File: config.mk
export PLATFORM = sky130hd
export DESIGN_NAME = prv32_muldiv_seq
export DESIGN_NICKNAME = d
export VERILOG_FILES = /design/src/rtl/prv32_muldiv_seq.sv
export SDC_FILE = /design/constraint.sdc
export NUM_CORES = 1
export LEC_CHECK = 0
export BUFFER_PORTS_ARGS = -buffer_cell sky130_fd_sc_hd__buf_2
export CORE_ASPECT_RATIO = 1.4
export CORE_MARGIN = 2
export CORE_UTILIZATION = 30
export CTS_CLUSTER_SIZE = 8
export DETAILED_ROUTE_END_ITERATION = 10
export GPL_ROUTABILITY_DRIVEN = 1
export PLACE_DENSITY = 0.52
export SYNTH_ARGS = -nofsm -noshare
export SYNTH_HDL_FRONTEND = slang
export SYNTH_SLANG_ARGS = --single-unit
File: constraint.sdc
create_clock -name clk -period 6.7 [get_ports clk]
set_input_delay 0.335 -clock clk [delete_from_list [all_inputs] [get_ports clk]]
set_output_delay 0.335 -clock clk [all_outputs]
set_load 0.005 [all_outputs]
File: src/rtl/prv32_muldiv_seq.sv
`default_nettype none
// +------------------------------------------------------------------------------+
// | prv32_muldiv_seq: iterative RV32M mul/div/rem engine (shift-add, restoring)  |
// | rev 1.0                                                                      |
// +------------------------------------------------------------------------------+
module prv32_muldiv_seq #(
  parameter int XLEN = 32
) (
  input  logic            clk,
  input  logic            rst_n,
  input  logic            start,
  input  logic [2:0]      funct3,
  input  logic [XLEN-1:0] a,
  input  logic [XLEN-1:0] b,
  input  logic            flush,
  output logic            ready,
  output logic            busy,
  output logic            done,
  output logic [XLEN-1:0] result
);

  localparam int CW = $clog2(XLEN);

  localparam logic [1:0] S_IDLE = 2'd0;
  localparam logic [1:0] S_CALC = 2'd1;
  localparam logic [1:0] S_FIX  = 2'd2;
  localparam logic [1:0] S_DONE = 2'd3;

  logic [1:0]      r_state;
  logic [CW-1:0]   r_cnt;
  logic [2:0]      r_op;
  logic            r_neg;
  logic            r_fast;
  logic [XLEN-1:0] r_fast_val;
  logic [XLEN-1:0] r_opb;
  logic [XLEN-1:0] r_lo;
  logic [XLEN:0]   r_hi;
  logic [XLEN-1:0] r_result;

  logic            w_accept;
  logic            w_a_signed;
  logic            w_b_signed;
  logic            w_a_neg;
  logic            w_b_neg;
  logic [XLEN-1:0] w_a_mag;
  logic [XLEN-1:0] w_b_mag;
  logic            w_is_div;
  logic            w_div0;
  logic            w_ovf;
  logic            w_neg;
  logic [XLEN-1:0] w_fast_val;

  assign w_accept   = (r_state == S_IDLE) && start && !flush;
  // MULHU, DIVU and REMU are fully unsigned; MULHSU has only a signed rs1
  assign w_a_signed = (funct3 != 3'b011) && (funct3 != 3'b101) && (funct3 != 3'b111);
  assign w_b_signed = w_a_signed && (funct3 != 3'b010);
  assign w_a_neg    = w_a_signed && a[XLEN-1];
  assign w_b_neg    = w_b_signed && b[XLEN-1];
  assign w_a_mag    = w_a_neg ? (~a + 1'b1) : a;
  assign w_b_mag    = w_b_neg ? (~b + 1'b1) : b;
  assign w_is_div   = funct3[2];
  assign w_div0     = w_is_div && (b == '0);
  assign w_ovf      = w_is_div && !funct3[0] && (a == {1'b1, {(XLEN-1){1'b0}}}) && (b == '1);
  // REM takes the dividend sign; all other ops negate when operand signs differ
  assign w_neg      = (funct3[2] && funct3[1]) ? w_a_neg : (w_a_neg ^ w_b_neg);

  always_comb begin
    w_fast_val = a;
    if (w_div0)
      w_fast_val = funct3[1] ? a : '1;
    else if (w_ovf)
      w_fast_val = funct3[1] ? '0 : a;
  end

  // Multiply step: product = {r_hi, r_lo}, r_lo doubles as the multiplier
  logic [XLEN:0]   w_sum;
  assign w_sum = r_hi + (r_lo[0] ? {1'b0, r_opb} : '0);

  // Divide step: r_hi is the partial remainder, r_lo shifts dividend out / quotient in
  logic [XLEN:0]   w_shift;
  logic [XLEN+1:0] w_diff;
  logic            w_q_bit;
  assign w_shift = {r_hi[XLEN-1:0], r_lo[XLEN-1]};
  assign w_diff  = {1'b0, w_shift} - {2'b00, r_opb};
  assign w_q_bit = ~w_diff[XLEN+1];

  logic [2*XLEN-1:0] w_prod;
  logic [2*XLEN-1:0] w_prod_s;
  logic [XLEN-1:0]   w_quo_s;
  logic [XLEN-1:0]   w_rem_s;
  logic [XLEN-1:0]   w_fix_res;

  assign w_prod   = {r_hi[XLEN-1:0], r_lo};
  assign w_prod_s = r_neg ? (~w_prod + 1'b1) : w_prod;
  assign w_quo_s  = r_neg ? (~r_lo + 1'b1) : r_lo;
  assign w_rem_s  = r_neg ? (~r_hi[XLEN-1:0] + 1'b1) : r_hi[XLEN-1:0];

  always_comb begin
    w_fix_res = w_prod_s[XLEN-1:0];
    if (r_fast) begin
      w_fix_res = r_fast_val;
    end else begin
      case (r_op)
        3'b000:                 w_fix_res = w_prod_s[XLEN-1:0];
        3'b001, 3'b010, 3'b011: w_fix_res = w_prod_s[2*XLEN-1:XLEN];
        3'b100, 3'b101:         w_fix_res = w_quo_s;
        default:                w_fix_res = w_rem_s;
      endcase
    end
  end

  always_ff @(posedge clk or negedge rst_n) begin
    if (!rst_n) begin
      r_state    <= S_IDLE;
      r_cnt      <= '0;
      r_op       <= '0;
      r_neg      <= 1'b0;
      r_fast     <= 1'b0;
      r_fast_val <= '0;
      r_opb      <= '0;
      r_lo       <= '0;
      r_hi       <= '0;
      r_result   <= '0;
    end else if ((r_state != S_IDLE) && flush) begin
      r_state <= S_IDLE;
      r_cnt   <= '0;
    end else begin
      case (r_state)
        S_IDLE: begin
          if (w_accept) begin
            r_op       <= funct3;
            r_neg      <= w_neg;
            r_fast     <= w_div0 || w_ovf;
            r_fast_val <= w_fast_val;
            r_cnt      <= '0;
            r_hi       <= '0;
            r_opb      <= w_is_div ? w_b_mag : w_a_mag;
            r_lo       <= w_is_div ? w_a_mag : w_b_mag;
            r_state    <= (w_div0 || w_ovf) ? S_FIX : S_CALC;
          end
        end
        S_CALC: begin
          if (r_op[2]) begin
            r_hi <= w_q_bit ? w_diff[XLEN:0] : w_shift;
            r_lo <= {r_lo[XLEN-2:0], w_q_bit};
          end else begin
            r_hi <= {1'b0, w_sum[XLEN:1]};
            r_lo <= {w_sum[0], r_lo[XLEN-1:1]};
          end
          if (r_cnt == CW'(XLEN - 1)) begin
            r_cnt   <= '0;
            r_state <= S_FIX;
          end else begin
            r_cnt <= r_cnt + 1'b1;
          end
        end
        S_FIX: begin
          r_result <= w_fix_res;
          r_state  <= S_DONE;
        end
        default: r_state <= S_IDLE;
      endcase
    end
  end

  assign ready  = (r_state == S_IDLE);
  assign busy   = (r_state != S_IDLE);
  assign done   = (r_state == S_DONE);
  assign result = r_result;

endmodule
`default_nettype wire

==> results of run 1 <==
layer usage:
layer | track usage [%] | vias to the layer above
li1 | - | 7546
met1 | 27.7 | 7588
met2 | 41.2 | 447
met3 | 2.62 | 130
met4 | 13.0 | 0
met5 | 0 | -
cell type report:
class / count / area (um2) / area share, %
multi-input combinational: 1713 / 10700 / 61.2
sequential: 173 / 4330 / 24.7
timing repair buffer: 129 / 717 / 4.09
clock buffer: 17 / 425 / 2.43
inverter: 67 / 251 / 1.44
tap: 707 / 885 / 5.05
clock inverter: 14 / 176 / 1.01
tightest hold or removal path, delay by kind of cell:
kind                   cells  cell delay (ns)
buffers and inverters      1             0.11
AOI/OAI and AO/OA          1             0.08
and+or+nand+nor            1             0.06
where the power goes:
group	switching [W]	leakage, nW	internal [W]
Combinational	0.00363	5.02	0.00226
Sequential	0.000740	2.17	0.00151
Clock	0.000513	0.298	0.000565
Total	0.00488	7.49	0.00433
cells by family after synthesis:
family                     Yosys count  share of synthesized area, %
AOI/OAI and AO/OA                  711                          27.9
and+or+nand+nor                    700                          20.5
buffers and inverters              206                          5.09
xor gates and xnor gates           181                          10.0
DFF                                173                          27.3
adders and majority gates           78                          6.25
muxes                               43                          2.97
worst min path at each step:
stage	from	endpoint	cells past startpoint	slack, ns
after floorplan	rst_n	r_cnt[0]	0	0.04
after global placement	r_fast_val[13]	r_fast_val[13]	2	0.45
after detailed placement	r_fast_val[13]	r_fast_val[13]	2	0.45
after CTS	a[9]	r_fast_val[9]	3	0.14
after global routing	a[1]	r_fast_val[1]	3	0.15
final	a[9]	r_fast_val[9]	3	0.15
repair_timing:
| action | in CTS | in global routing |
|---|---|---|
| endpoints found under the hold margin | 23 | 0 |
| hold buffers | 1 | 0 |
| buffers inserted | 0 | 0 |
| resized for setup | 0 | 0 |
flip-flops by register name, indices dropped and copies added (netlist names):
name,count
r_fast,1
result,32
r_fast_val,32
r_neg,1
r_lo,32
r_cnt,5
r_state,2
r_op,3
r_opb,32
r_hi,33
stage by stage:
step / hold WS [ns] / cells / power (W)
after floorplan: 0.0394 / 2092 / 0.00616
after global placement: 0.445 / 2788 / 0.00802
after detailed placement: 0.452 / 2788 / 0.00805
after CTS: 0.144 / 2820 / 0.00916
after global routing: 0.155 / 2820 / 0.00989
final: 0.152 / 2820 / 0.00921
cell usage after synthesis (10+ instances only):
| master | count |
|---|---|
| xor2_1 | 87 |
| xnor2_1 | 94 |
| nor2_1 | 190 |
| nor3_1 | 52 |
| a31oi_1 | 13 |
| o22ai_1 | 13 |
| and2_1 | 17 |
| o31ai_1 | 32 |
| o21bai_1 | 11 |
| inv_1 | 65 |
| buf_2 | 11 |
| nor2b_1 | 19 |
| ha_1 | 76 |
| mux2i_1 | 11 |
| or3_1 | 21 |
| o221ai_1 | 11 |
| nand2b_1 | 15 |
| clkbuf_1 | 118 |
| o21ai_0 | 221 |
| a21oi_1 | 209 |
| dfrtp_1 | 173 |
| o211ai_1 | 18 |
| nor4_1 | 13 |
| o21a_1 | 10 |
| mux2_2 | 32 |
| nand4_1 | 16 |
| o41ai_1 | 11 |
| a211oi_1 | 35 |
| a21o_1 | 35 |
| nand2_1 | 270 |
| nand3_1 | 31 |
| o21ai_1 | 12 |
==> impl_metrics.toml, run 1 <==
[run_status]
outcome = "completed"

[detailed_routing]
vias = 15700
vias_per_cell = 5.57
drtAntennaViolNets = 0
first_iter_violations = 1218
routed_wirelength_um = 64100
drc = 0
avgRoutedWirePerCell_um = 22.7
met2_length_um = 32100
dr_wl_met3_um = 2630
met1_length_um = 25700
routed.top_layer = "met4"
drtPass1Iterations = 7

[critical_path]
crit_fanout = 21
crit_type = "reg -> reg"
critical-path-slowest-cell = "dfrtp_1"
rr_worst_depth = 14
startpoint = "r_lo[0]"
cp.arrival_ns = 4.67
r2r_end = "r_hi[20]"
crit_cells = 14
cp.required_ns = 7.05
worst-path-buf-inv = 2
reg2reg_slack_ns = 2.37
crit_path_start_kind = "flop"
cp_slowest_stage_delay_ns = 0.48
crit_family = "compound AO/OA/AOI/OAI gates"
path_cells = "inv_1, buf_4, nor2_1, ha_1, a21o_1, a21oi_1, a21oi_1, o31a_1, nor2_1, o31ai_1, a21oi_1, xor2_1, nor2_1, a221o_1"
critPathCaptureType = "flop"
r2r_start = "r_lo[0]"
worstSetupEndpoint = "r_hi[20]"

[global_route]
antenna_found_initial = 0
grt_pass1_vias = 15100
overflow = 0
grt_first_pass_wirelength_um = 95300
grt_max_degree = 89
grt.total_usage_pct = 23.4

[synthesis]
yosysWarnings = 0
yosysTopAreaCell = "dfrtp_1"
synth_cells = 2092
syn_nets = 2241
synth_top_area_share_pct = 27.3
syn_avg_cell_area_um2 = 7.57
synth_async_sr_flop_share_pct = 100
synth_seq_cells = 173
synth-edff-count = 0
seq_area_frac_synth_pct = 27.3
synthTopCellsByArea = "dfrtp_1, o21ai_0, a21oi_1"
ys_types = 86
synth_flop_cell = "dfrtp_1"
netlist_area_mm2 = 0.0158

[floorplanning]
start_util_pct = 30.4
core_area_mm2 = 0.0521
die_w_um = 198
die_h_um = 276
design.die.area_mm2 = 0.0547
ioPinCount = 106
rows = 99

[final_layout]
area_delta_synth_final_pct = 10.5
fin_nets = 2250
n_antenna_cell = 0
fill_cells = 5650
finalCoreUtilization_pct = 33.6
final_cell_mix = "nand2_1, o21ai_0, a21oi_1"
final_area_mm2 = 0.0175
final_common_cell = "nand2_1"
drive_above_1_share_pct = 11.0

[timing]
fmax_mhz = 231
timing.final.ws_setup_ns = 2.37
hold_viol = 0
setup_violations = 0
finalCritPeriodShare_pct = 64.6
timing.final.crit_period_ns = 4.33
finalSetupTns_ns = 0
drv_slew = 0
rsz0062_at_grt = "false"
skew_ns = 0.0162
relSlewSlack_pct = 29.3
worst_slew_pin_slew_ns = 1.06

[pwr]
power.leakage_nw = 7.49
power_per_cell_area_mw_per_mm2 = 526
irDropWorstVdd_uv = 226

[placed_design]
placed_area_mm2 = 0.0169
gp_congestion = 0.934
pre_cts_slack_ns = 2.48
io_buffers = 105
hpwl_um = 49600

[clock_tree]
clock_latency_ns = 0.47
clock_sinks = 173
htree_levels = 4
path_clk_slew_ns = 0.08
cts_buffer_depth = 2
clockRootBuffer = "clkbuf_16"
cts-buffers-inserted = 17
cts_tree = "done"

[min_path]
hp-class = "in -> reg"

[flow_run]
drv_cap = 0
Power figures use the tool's default switching activity.
==> inputs of run 2 (changes only) <==
==> constraint.sdc (replaced) <==
create_clock -name clk -period 4.2 [get_ports clk]
set_input_delay 0.21 -clock clk [delete_from_list [all_inputs] [get_ports clk]]
set_output_delay 0.21 -clock clk [all_outputs]
set_load 0.005 [all_outputs]
==> run 2 against run 1 <==
Worst setup slack worse by 2.2 ns; wire length about the same; clock power up 56%; power up 61%; cell count up 0.96%; die area unchanged; sequential share of layout area down 0.37 points; non-clock buffer count up 26; combinational power up 65%; global-route usage down 0.12 points.
==> impl_metrics.toml, run 2 (synthesis results as in run 1) <==
[placed_design]
io_buffers = 105
dp_cells = 2814
hpwl_um = 50100
pre_cts_slack_ns = 0.350
gp_congestion = 0.930

[detailed_routing]
routed_wirelength_um = 64100
avgRoutedWirePerCell_um = 22.5
vias_per_cell = 5.60
drtPass1Iterations = 8
routed.top_layer = "met4"
drtAntennaViolNets = 0
met1_length_um = 25100
drc = 0
vias = 15900
met2_length_um = 31900
first_iter_violations = 1227
dr_wl_met3_um = 2570

[final_layout]
largest_register_ffs = 33
area_delta_synth_final_pct = 12.2
fin_nets = 2276
max_flop_register = "r_hi"
drive_above_1_share_pct = 12.1
finalCoreUtilization_pct = 34.1
n_antenna_cell = 0
layoutNonFillerInstCount = 2847
final_cell_mix = "nand2_1, o21ai_0, a21oi_1"
final_common_cell = "nand2_1"

[critical_path]
r2r_start = "r_lo[0]"
worst-path-buf-inv = 2
crit_family = "compound AO/OA/AOI/OAI gates"
cp.required_ns = 4.52
cp.arrival_ns = 4.32
crit_fanout = 16
reg2reg_slack_ns = 0.20
cp_slowest_stage_delay_ns = 0.51
crit_path_start_kind = "flop"
path_cells = "inv_1, buf_4, nor2_1, ha_1, and4_1, nand3_1, a21oi_1, o31a_1, nor2_1, o31ai_1, a21oi_1, o211ai_1, xnor2_1, o21ai_0"
startpoint = "r_lo[0]"
critical-path-slowest-cell = "inv_1"
crit_type = "reg -> reg"
critPathCaptureType = "flop"

[floorplanning]
die_w_um = 198
ioPinCount = 106
die_h_um = 276
start_util_pct = 30.4
design.die.area_mm2 = 0.0547
core_area_mm2 = 0.0521
rows = 99

[clock_tree]
cts_resized = 0
cts-buffers-inserted = 17
clockRootBuffer = "clkbuf_16"
clock_latency_ns = 0.47
clock_sinks = 173
path_clk_slew_ns = 0.09
cts_tree = "done"
cts_buffer_depth = 2
htree_levels = 4

[global_route]
grt.total_usage_pct = 23.3
antenna_found_initial = 0
overflow = 0
grt_max_degree = 103
grt_pass1_vias = 15300
grt_first_pass_wirelength_um = 95300

[timing]
rsz0062_at_grt = "false"
fmax_mhz = 250
setup_violations = 0
worst_slew_pin_slew_ns = 1.20
timing.final.crit_period_ns = 4.00
finalSetupTns_ns = 0
finalCritPeriodShare_pct = 95.3
skew_ns = 0.0197
drv_slew = 0
hold_viol = 0
relSlewSlack_pct = 20.0
timing.final.ws_setup_ns = 0.196

[pwr]
irDropWorstVdd_uv = 331
power.leakage_nw = 7.65
power_w = 0.0149
power_per_cell_area_mw_per_mm2 = 836

[run_status]
outcome = "completed"

[flow_run]
drv_cap = 0

[min_path]
hp-class = "in -> reg"
hp-start = "a[9]"
==> run 2: layer usage <==
| metal | vias up | GRT usage [%] |
|---|---|---|
| li1 | 7578 | - |
| met1 | 7691 | 27.1 |
| met2 | 520 | 40.6 |
| met3 | 144 | 2.31 |
| met4 | 0 | 15.3 |
| met5 | - | 0 |
==> run 2: layout make-up <==
| type | count | area, um2 |
|---|---|---|
| timing repair buffer | 155 | 975 |
| tap | 707 | 885 |
| multi-input combinational | 1713 | 10700 |
| clock buffer | 18 | 439 |
| fill | 5685 | 34400 |
| inverter | 67 | 251 |
| clock inverter | 14 | 170 |
| sequential | 173 | 4330 |
==> run 2: path summary, 6_finish.rpt <==
kind                                       end  depth (start not counted)
worst max-delay path                  r_hi[28]                         14
worst max register to register        r_hi[28]                         14
max in group asynchronous             r_hi[27]                          3
min in group asynchronous            r_opb[21]                          2
worst min-delay path             r_fast_val[9]                          3
worst min register to register  r_fast_val[21]                          2
==> run 2: timing repair <==
action | in CTS | in global routing
endpoints found under the hold margin | 56 | 0
buffers inserted | 0 | 0
hold buffers | 1 | 0
setup endpoints to repair | 0 | 0
==> run 2: worst reg2reg max path, stage by stage, from the launching register on <==
cell,delay [ns]
dfrtp_1,0.47
inv_1,0.51
buf_4,0.27
nor2_1,0.06
ha_1,0.36
and4_1,0.25
nand3_1,0.08
a21oi_1,0.23
o31a_1,0.24
nor2_1,0.11
o31ai_1,0.49
a21oi_1,0.25
o211ai_1,0.28
xnor2_1,0.15
o21ai_0,0.11
==> run 2: through the flow <==
stage                     hold slack [ns]  area, um2
after detailed placement            0.242      17200
after floorplan                   -0.0856      15800
final                              0.0237      17800
after global routing               0.0491      17800
after CTS                          0.0123      17800
after global placement              0.232      17200
==> run 2: report_power, final <==
part,internal [W],switching (W),total [W]
Sequential,0.00241,0.00104,0.00345
Clock,0.000822,0.000856,0.00168
Combinational,0.00378,0.00594,0.00973
Total,0.00701,0.00784,0.0149
==> inputs of run 3 (changes only) <==
--- a/config.mk
+++ b/config.mk
@@ -8,11 +8,11 @@
 export BUFFER_PORTS_ARGS = -buffer_cell sky130_fd_sc_hd__buf_2
 export CORE_ASPECT_RATIO = 1.4
 export CORE_MARGIN = 2
-export CORE_UTILIZATION = 30
+export CORE_UTILIZATION = 60
 export CTS_CLUSTER_SIZE = 8
 export DETAILED_ROUTE_END_ITERATION = 10
 export GPL_ROUTABILITY_DRIVEN = 1
-export PLACE_DENSITY = 0.52
+export PLACE_DENSITY = 0.88
 export SYNTH_ARGS = -nofsm -noshare
 export SYNTH_HDL_FRONTEND = slang
 export SYNTH_SLANG_ARGS = --single-unit
==> run 3 against run 2 <==
Sequential power is 2% lower; power decreased by 1.3%; fmax rose by 5.4%; via count up 3.9%; highest routed layer unchanged; clock-buffer cell count up 1; critical endpoint is now r_hi[31]; combinational power decreased by 0.4%; non-clock buffer count is 5 higher; worst setup slack better by 0.21 ns; core utilization grew 32 points; first-iteration DRC count increased by 21%; critical path type unchanged.
==> impl_metrics.toml, run 3 (synthesis results as in run 1) <==
[timing]
timing.final.crit_period_ns = 3.80
timing.final.ws_setup_ns = 0.401
finalSetupTns_ns = 0
relSlewSlack_pct = 21.9
finalCritPeriodShare_pct = 90.5
rsz0062_at_grt = "false"
worst_slew_pin_slew_ns = 1.16
hold_viol = 0
drv_slew = 0
skew_ns = 0.0109
setup_violations = 0
fmax_mhz = 263

[critical_path]
path_common_cell = "o21ai_0"
crit_family = "compound AO/OA/AOI/OAI gates"
cp_slowest_stage_delay_ns = 0.63
startpoint = "r_hi[2]"
worst-path-buf-inv = 0
rr_worst_depth = 11
crit_path_start_kind = "flop"
cp.arrival_ns = 4.17
critPathCaptureType = "flop"
crit_cells = 11
cp.required_ns = 4.58
r2r_start = "r_hi[2]"
critical-path-slowest-cell = "o41ai_2"
crit_fanout = 8
reg2reg_slack_ns = 0.40
r2r_end = "r_hi[31]"
crit_type = "reg -> reg"
path_cells = "ha_1, a21o_1, a21oi_1, a21oi_1, o41ai_2, o21ai_0, a41oi_1, o21ai_0, xnor2_1, o211a_1, o21ai_0"
worstSetupEndpoint = "r_hi[31]"

[placed_design]
io_buffers = 105
gp_congestion = 1.09
pre_cts_slack_ns = 0.479
hpwl_um = 45800

[detailed_routing]
first_iter_violations = 1479
routed_wirelength_um = 59300
drtPass1Iterations = 8
avgRoutedWirePerCell_um = 24.0
vias = 16600
vias_per_cell = 6.70
drc = 0
drtAntennaViolNets = 0

[floorplanning]
design.die.area_mm2 = 0.0277
die_h_um = 196
ioPinCount = 106
rows = 70
core_area_mm2 = 0.0260
die_w_um = 141
start_util_pct = 60.9

[clock_tree]
cts_resized = 0
clock_latency_ns = 0.45
path_clk_slew_ns = 0.08
clock_sinks = 173
htree_levels = 4
cts_buffer_depth = 2
cts_tree = "done"
clockRootBuffer = "clkbuf_16"
post_cts_buffers = 0
cts-buffers-inserted = 17

[global_route]
overflow = 0
grt_max_degree = 103
grt.total_usage_pct = 43.0
grt_first_pass_wirelength_um = 90800
antenna_found_initial = 1
grt_pass1_vias = 16000

[pwr]
irDropWorstVdd_uv = 462
power.leakage_nw = 7.63
power_per_cell_area_mw_per_mm2 = 850
power_w = 0.0147

[final_layout]
fill_cells = 2282
final_common_cell = "nand2_1"
fin_nets = 2281
largest_register_ffs = 33
max_flop_register = "r_hi"
drive_above_1_share_pct = 12.2
final_cell_mix = "nand2_1, o21ai_0, a21oi_1"
area_delta_synth_final_pct = 8.82

[run_status]
outcome = "completed"

[min_path]
worstHoldPathCells = 3
hp-class = "in -> reg"

[flow_run]
drv_cap = 0
## run 3: changes by cell type in the layout (fill, tap and decap cells not counted), sizes merged
cell      delta
diode        +1
clkinvlp     +1
inv          -2
clkbuf       +1
buf          +5
## run 3: tightest hold or removal path, cell delays in order
cell and delay, ns:
buf_2 0.11, o21ai_0 0.09, nand2_1 0.07
## run 3: stage by stage
| stage | std cells | hold slack [ns] | util (%) | cell area, um2 |
|---|---|---|---|---|
| after floorplan | 2092 | -0.0856 | - | 15800 |
| after global placement | 2436 | 0.308 | 64.0 | 16700 |
| after detailed placement | 2436 | 0.317 | 64.0 | 16700 |
| after CTS | 2469 | 0.0460 | 66.3 | 17200 |
| after global routing | 2469 | 0.0660 | 66.3 | 17200 |
| final | 2470 | 0.0527 | 66.3 | 17200 |
## run 3: per-layer routing
| layer | vias to the layer above | global-route usage, % | share of wire [%] |
|---|---|---|---|
| met5 | - | 0 | 0 |
| met4 | 0 | 35.7 | 9.9 |
| met3 | 244 | 8.08 | 8.4 |
| met2 | 888 | 68.1 | 46 |
| met1 | 7827 | 50.3 | 36 |
| li1 | 7594 | - | - |
## run 3: cell type report
| cell class | count | area (um2) | area share [%] |
|---|---|---|---|
| clock inverters | 13 | 129 | 0.747 |
| repair buffers | 160 | 960 | 5.57 |
| flip-flops and latches | 173 | 4330 | 25.1 |
| well taps | 324 | 405 | 2.35 |
| multi-input cells | 1713 | 10700 | 62.2 |
| clock buffers | 19 | 443 | 2.57 |
| inverters | 67 | 251 | 1.46 |
| diodes | 1 | 2.50 | 0.0145 |
## run 3: worst min path at each step
stage                     start              to  slack [ns]
after global routing      a[11]  r_fast_val[11]        0.07
after global placement    rst_n        r_cnt[0]        0.31
after detailed placement  rst_n        r_cnt[0]        0.32
after floorplan           rst_n        r_cnt[0]       -0.09
after CTS                  a[4]   r_fast_val[4]        0.05
final                      a[4]   r_fast_val[4]        0.05
## run 3: timing repair
action                     CTS  global route
hold endpoints to repair    80             0
hold buffers                 1             0
setup endpoints to repair    0             0
## run 3: power breakdown
| part | internal [W] | leakage (nW) | switching (W) |
|---|---|---|---|
| Sequential | 0.00241 | 2.17 | 0.000984 |
| Combinational | 0.00374 | 5.18 | 0.00595 |
| Clock | 0.000799 | 0.278 | 0.000773 |
| Total | 0.00695 | 7.63 | 0.00771 |
